[config.mk]
export PLATFORM = sky130hd
export DESIGN_NAME = fpu_sign_issue
export DESIGN_NICKNAME = d
export VERILOG_FILES = /design/src/rtl/fpu_sign_pkg.sv /design/src/rtl/fpu_sign_decode.sv /design/src/rtl/fpu_sign_issue.sv
export SDC_FILE = /design/constraint.sdc
export NUM_CORES = 1
export LEC_CHECK = 0
export BUFFER_PORTS_ARGS = -buffer_cell sky130_fd_sc_hd__clkbuf_2
export CORE_ASPECT_RATIO = 1.2
export CORE_MARGIN = 3
export CORE_UTILIZATION = 42
export CTS_CLUSTER_SIZE = 16
export DETAILED_ROUTE_END_ITERATION = 8
export PLACE_DENSITY = 0.75
export SETUP_SLACK_MARGIN = 0.05
export SYNTH_ARGS = -nofsm -noshare
export SYNTH_HDL_FRONTEND = slang
export SYNTH_SLANG_ARGS = --single-unit
export TNS_END_PERCENT = 5
[constraint.sdc]
create_clock -name clk -period 4.04 [get_ports clk]
set_input_delay 0.606 -clock clk [delete_from_list [all_inputs] [get_ports clk]]
set_output_delay 0.606 -clock clk [all_outputs]
set_load 0.005 [all_outputs]
[src/rtl/fpu_sign_pkg.sv]
// Shared types and constants for the FP sign-injection issue front end.
// Holds the sequencer state enum plus RV32F opcode/funct and one-hot op encodings.
package fpu_sign_pkg;

    typedef enum logic [2:0] {
        IDLE = 3'd0,
        RD_A = 3'd1,
        RD_B = 3'd2,
        EXEC = 3'd3,
        WB   = 3'd4
    } state_t;

    localparam logic [6:0] OPC_OP_FP = 7'b1010011;
    localparam logic [6:0] F7_FSGNJ  = 7'b0010000;

    localparam logic [2:0] F3_SGNJ  = 3'b000;
    localparam logic [2:0] F3_SGNJN = 3'b001;
    localparam logic [2:0] F3_SGNJX = 3'b010;

    localparam logic [2:0] OP_NONE  = 3'b000;
    localparam logic [2:0] OP_SGNJ  = 3'b001;
    localparam logic [2:0] OP_SGNJN = 3'b010;
    localparam logic [2:0] OP_SGNJX = 3'b100;

endpackage

[src/rtl/fpu_sign_decode.sv]
// Combinational decoder for FSGNJ/FSGNJN/FSGNJX instruction words.
// Ports: instr (in) -> legal, op one-hot, rs1, rs2, rd (out).
module fpu_sign_decode
    import fpu_sign_pkg::*;
#(
    parameter int RegAw = 5
) (
    input  logic [31:0]      instr,
    output logic             legal,
    output logic [2:0]       op,
    output logic [RegAw-1:0] rs1,
    output logic [RegAw-1:0] rs2,
    output logic [RegAw-1:0] rd
);

    logic [6:0] opcode;
    logic [6:0] funct7;
    logic [2:0] funct3;
    logic [2:0] op_raw;
    logic       f3_ok;

    assign opcode = instr[6:0];
    assign funct7 = instr[31:25];
    assign funct3 = instr[14:12];

    assign rs1 = RegAw'(instr[19:15]);
    assign rs2 = RegAw'(instr[24:20]);
    assign rd  = RegAw'(instr[11:7]);

    always_comb begin
        op_raw = OP_NONE;
        f3_ok  = 1'b0;
        unique case (1'b1)
            (funct3 == F3_SGNJ): begin
                op_raw = OP_SGNJ;
                f3_ok  = 1'b1;
            end
            (funct3 == F3_SGNJN): begin
                op_raw = OP_SGNJN;
                f3_ok  = 1'b1;
            end
            (funct3 == F3_SGNJX): begin
                op_raw = OP_SGNJX;
                f3_ok  = 1'b1;
            end
            default: ;
        endcase
    end

    assign legal = (opcode == OPC_OP_FP)
                && (funct7 == F7_FSGNJ)
                && f3_ok;

    // Keep op quiet for rejected words so nothing downstream sees a stray code.
    assign op = legal ? op_raw : OP_NONE;

endmodule

[src/rtl/fpu_sign_issue.sv]
// Issue/sequencing front end for the combinational FP sign-injection unit.
// Ports: clk, rst (sync, active-high); instr_valid/instr/instr_ready handshake;
//   rf_re/rf_raddr/rf_rdata sync read port; sgn_op/sgn_a/sgn_b/sgn_res sign unit;
//   rf_we/rf_waddr/rf_wdata write-back; illegal pulse; busy.
// Macro FPU_SIGN_SAME_REG_EN: when rs1==rs2 skip the second read (3-cycle latency).
module fpu_sign_issue
    import fpu_sign_pkg::*;
#(
    parameter int Std   = 31,
    parameter int RegAw = 5
) (
    input  logic             clk,
    input  logic             rst,
    input  logic             instr_valid,
    input  logic [31:0]      instr,
    output logic             instr_ready,
    output logic             rf_re,
    output logic [RegAw-1:0] rf_raddr,
    input  logic [Std:0]     rf_rdata,
    output logic [2:0]       sgn_op,
    output logic [Std:0]     sgn_a,
    output logic [Std:0]     sgn_b,
    input  logic [Std:0]     sgn_res,
    output logic             rf_we,
    output logic [RegAw-1:0] rf_waddr,
    output logic [Std:0]     rf_wdata,
    output logic             illegal,
    output logic             busy
);

    logic             dec_legal;
    logic [2:0]       dec_op;
    logic [RegAw-1:0] dec_rs1;
    logic [RegAw-1:0] dec_rs2;
    logic [RegAw-1:0] dec_rd;

    fpu_sign_decode #(
        .RegAw (RegAw)
    ) u_decode (
        .instr (instr),
        .legal (dec_legal),
        .op    (dec_op),
        .rs1   (dec_rs1),
        .rs2   (dec_rs2),
        .rd    (dec_rd)
    );

    state_t           state;
    logic [2:0]       op_q;
    logic [RegAw-1:0] rs2_q;
    logic [RegAw-1:0] rd_q;
    logic             same_q;
    logic             same_now;
    logic [Std:0]     a_q;
    logic [Std:0]     b_q;

`ifdef FPU_SIGN_SAME_REG_EN
    assign same_now = (dec_rs1 == dec_rs2);
`else
    assign same_now = 1'b0;
`endif

    assign instr_ready = (state == IDLE);
    assign busy        = (state != IDLE);

    // The read port returns data one cycle late, so the last operand read
    // only arrives during EXEC. It is forwarded straight to the sign unit
    // that cycle and latched at the end so the operand holds afterwards.
    assign sgn_b = (state == EXEC) ? rf_rdata : b_q;
    assign sgn_a = ((state == EXEC) && same_q) ? rf_rdata : a_q;

    always_ff @(posedge clk) begin
        if (rst) begin
            state    <= IDLE;
            rf_re    <= 1'b0;
            rf_raddr <= '0;
            rf_we    <= 1'b0;
            rf_waddr <= '0;
            rf_wdata <= '0;
            illegal  <= 1'b0;
            sgn_op   <= OP_NONE;
            op_q     <= OP_NONE;
            rs2_q    <= '0;
            rd_q     <= '0;
            same_q   <= 1'b0;
            a_q      <= '0;
            b_q      <= '0;
        end else begin
            rf_re   <= 1'b0;
            rf_we   <= 1'b0;
            illegal <= 1'b0;
            sgn_op  <= OP_NONE;
            unique case (state)
                IDLE: begin
                    if (instr_valid) begin
                        if (dec_legal) begin
                            op_q     <= dec_op;
                            rs2_q    <= dec_rs2;
                            rd_q     <= dec_rd;
                            same_q   <= same_now;
                            rf_re    <= 1'b1;
                            rf_raddr <= dec_rs1;
                            state    <= RD_A;
                        end else begin
                            illegal <= 1'b1;
                        end
                    end
                end
                RD_A: begin
                    if (same_q) begin
                        sgn_op <= op_q;
                        state  <= EXEC;
                    end else begin
                        rf_re    <= 1'b1;
                        rf_raddr <= rs2_q;
                        state    <= RD_B;
                    end
                end
                RD_B: begin
                    a_q    <= rf_rdata;
                    sgn_op <= op_q;
                    state  <= EXEC;
                end
                EXEC: begin
                    b_q <= rf_rdata;
                    if (same_q) begin
                        a_q <= rf_rdata;
                    end
                    rf_wdata <= sgn_res;
                    rf_we    <= 1'b1;
                    rf_waddr <= rd_q;
                    state    <= WB;
                end
                WB: begin
                    state <= IDLE;
                end
                default: begin
                    state <= IDLE;
                end
            endcase
        end
    end

endmodule

==> summary.md <==
| Metric | Value |
|---|---|
| Outcome | `complete, no violations` |
| Count leader, synth | `nand2_1` |
| Tightest Pin Transition | `roughly 1.3 ns` |
| Row cnt | `approximately 40` |
| Share of cells above drive strength 1 | `between 30% and 40%` |
| Yosys top cell area share | `54.6%` |
| Highest net fanout along the worst path | `38` |
| Final cycle utilization of the critical path | `approximately 65%` |
| Initial antenna violation count | `0` |
| First-pass iteration count of the detailed router | `5` |
| Kind of critical path | `reg2out` |
| Mux contribution to synthesized area | `0%` |
| Max Fclk | `~380 MHz` |
| GRT Util Overall | `20.3%` |
| Dpl cells | `903` |
| DRC | `0` |
| Nature of the critical path endpoint | `output pin` |
| Critical path arrival | `approximately 2 ns` |
| HPWL Detailed | `approximately 9000 µm` |
| Final cell count without fillers | `between 900 and 1k` |
| Worst path required time | `about 3.4 ns` |
| Remaining antenna violation count | `0` |
| Netlist cell types | `27` |
| Setup TNS | `0 ns` |
| Rel. slew slack | `14.4%` |
| Clock transition at path regs | `around 0.050 ns` |
| Simple-Gate Fraction of Synth Area | `~26%` |
| Iteration-0 DRC Markers | `between 200 and 250` |
| Root Driver | `clkbuf_16` |
| Num CTS Buffers | `17` |
| Setup WS pre-CTS | `between 1.5 and 2 ns` |
| Final setup fails | `0` |
| First-pass GRT wire length | `around 20000 µm` |
| Final wirelength | `between 10000 and 15000 µm` |
| Htree depth | `4` |
| Area grow syn2layout | `35.3%` |
| Min-Delay Path Class | `in2reg` |
| Worst hold margin | `0.422 ns` |
| Worst IR Drop VDD | `approximately 0.00024 V` |
| Pin count of the biggest net entering global routing | `110` |
| Resized cells post-CTS | `0` |
| Hold Buf Count CTS | `0` |
| Via density | `around 5.2` |
| Synth top area cells | `dfxtp_1, nand2_1, a21oi_1` |
| Largest family of logic cells by synthesized area | `simple AND/OR/NAND/NOR gates` |
| Leakage | `approximately 2.9 nW` |
| Total core area | `10700 µm²` |
| Yosys warning total | `0` |
| Final hold vios | `0` |
| Post-Synth XOR/XNOR Area | `0%` |
| Final worst setup slack | `1.43 ns` |
| Antenna diodes | `0` |
| GP Congestion | `~0.87` |
| Via count | `4820` |
| Post-CTS Setup Bufs | `0` |
| Cell Area, Synth | `4690 µm²` |
| GR Overflow Total | `0` |
| Worst-Skew Late Latency | `0.40 ns` |
| Commonest cells post-synth | `nand2_1, dfxtp_1, a21oi_1` |
| Initial Util | `43.8%` |
| Slew Viols, Final | `0` |
| Startpoint Class | `flop` |
| Chip height | `about 120 µm` |
| Tmin final | `between 2 and 3 ns` |
| FFs w/ async S/R, synth | `0%` |
| Core Util, Final | `about three fifths` |
| Filler Cell Count | `about 1.0k` |
| Synthesized Nets | `roughly 700` |
| Nets | `892` |
| Die width | `slightly above 100 µm` |
| Synth Flop Type | `dfxtp_1` |
| CTS tree | `yes` |
| Clock skew | `around 0.0081 ns` |
| Syn avg cell area | `a little under 8 µm²` |
| Post-synth EDFFs | `0` |
| Post-Synthesis Cells | `602` |
| Max-Cap Viols | `0` |
| Adder-cell area share of the yosys netlist | `0%` |
| Cell taking the most area after synthesis | `dfxtp_1` |
| Sequential area share after synthesis | `54.6%` |
| Compound-gate portion of the synthesized area | `about 15%` |
| Max clock buf depth | `2` |
| Unrepaired setup endpoints after global routing | `false` |
| Wire per inst | `between 10 and 15 µm` |
| Full die area | `between 10000 and 15000 µm²` |
| Io pins | `213` |
| Clock Sink Count | `between 100 and 150` |
| Power Density | `~440 nW/µm²` |
| Vias in the first global route | `approximately 4.5k` |
| Port bufs | `212` |
| Seq cells post-synth | `128` |
==> cell usage in the layout, fill, tap and decap left out, types with 3 or more instances in the layout <==
master / count
a21oi_1: 117
a311oi_1: 5
buf_4: 7
clkbuf_16: 17
clkbuf_2: 211
clkbuf_8: 4
clkinv_2: 3
dfxtp_1: 128
nand2_1: 237
nand4_1: 17
nor2_1: 10
nor3b_1: 4
nor4b_2: 3
o21ai_0: 14
o21ai_1: 4
==> final timing paths <==
path	startpoint	end	slack, ns	cells past startpoint
max	state[1]	sgn_b[16]	1.43	4
min	sgn_res[17]	rf_wdata[17]	0.42	3
max reg2reg	state[2]	op_q[2]	1.91	5
min reg2reg	rd_q[0]	rf_waddr[0]	0.45	2
==> where the power goes <==
group          total, mW  internal (mW)  switching (mW)
registers           1.26           1.26        0.000194
logic             0.0870         0.0400          0.0470
clock network       1.46          0.959           0.503
==> area by class of cell <==
cell class                 instances  area [µm²]  area share, %
tap                              129         161           2.54
clock inverter                     6        82.6           1.30
clock buffer                      23         488           7.68
sequential                       128        2560           40.4
inverter                           1        3.75         0.0591
multi-input combinational        427        1940           30.6
timing repair buffer             218        1110           17.5
==> registers in the layout (all words and copies together), names as in the netlist, 5 cells and up <==
signal / flops
rf_wdata: 32
rf_waddr: 5
b_q: 32
rs2_q: 5
rf_raddr: 5
rd_q: 5
a_q: 32
==> layer usage <==
metal  track usage (%)  share of wire, %  up-vias
li1                  -                 -     2376
met1              22.9                40     2241
met2              35.6                52      185
met3              5.21               5.8       18
met4              8.86               2.1        0
met5                 0                 0        -
==> through the flow <==
step	area (µm²)	power, mW
floorplan	4690	1.32
global placement	5780	1.38
detailed placement	5780	1.38
CTS	6350	2.84
global route	6350	2.90
finish	6350	2.81
==> critical path, stage by stage (launching register included) <==
cell and delay, ns:
dfxtp_1 0.46, and3b_2 0.73, nand2_1 0.16, nand2_1 0.10, clkbuf_2 0.14
==> cell families (layout without fill, tap and decap cells) <==
group / after synthesis / after routing
flops: 128 / 128
buf+inv: 47 / 248
compound gates: 141 / 141
simple gates: 286 / 286
Note: power is estimated with default switching activity, not from simulation.
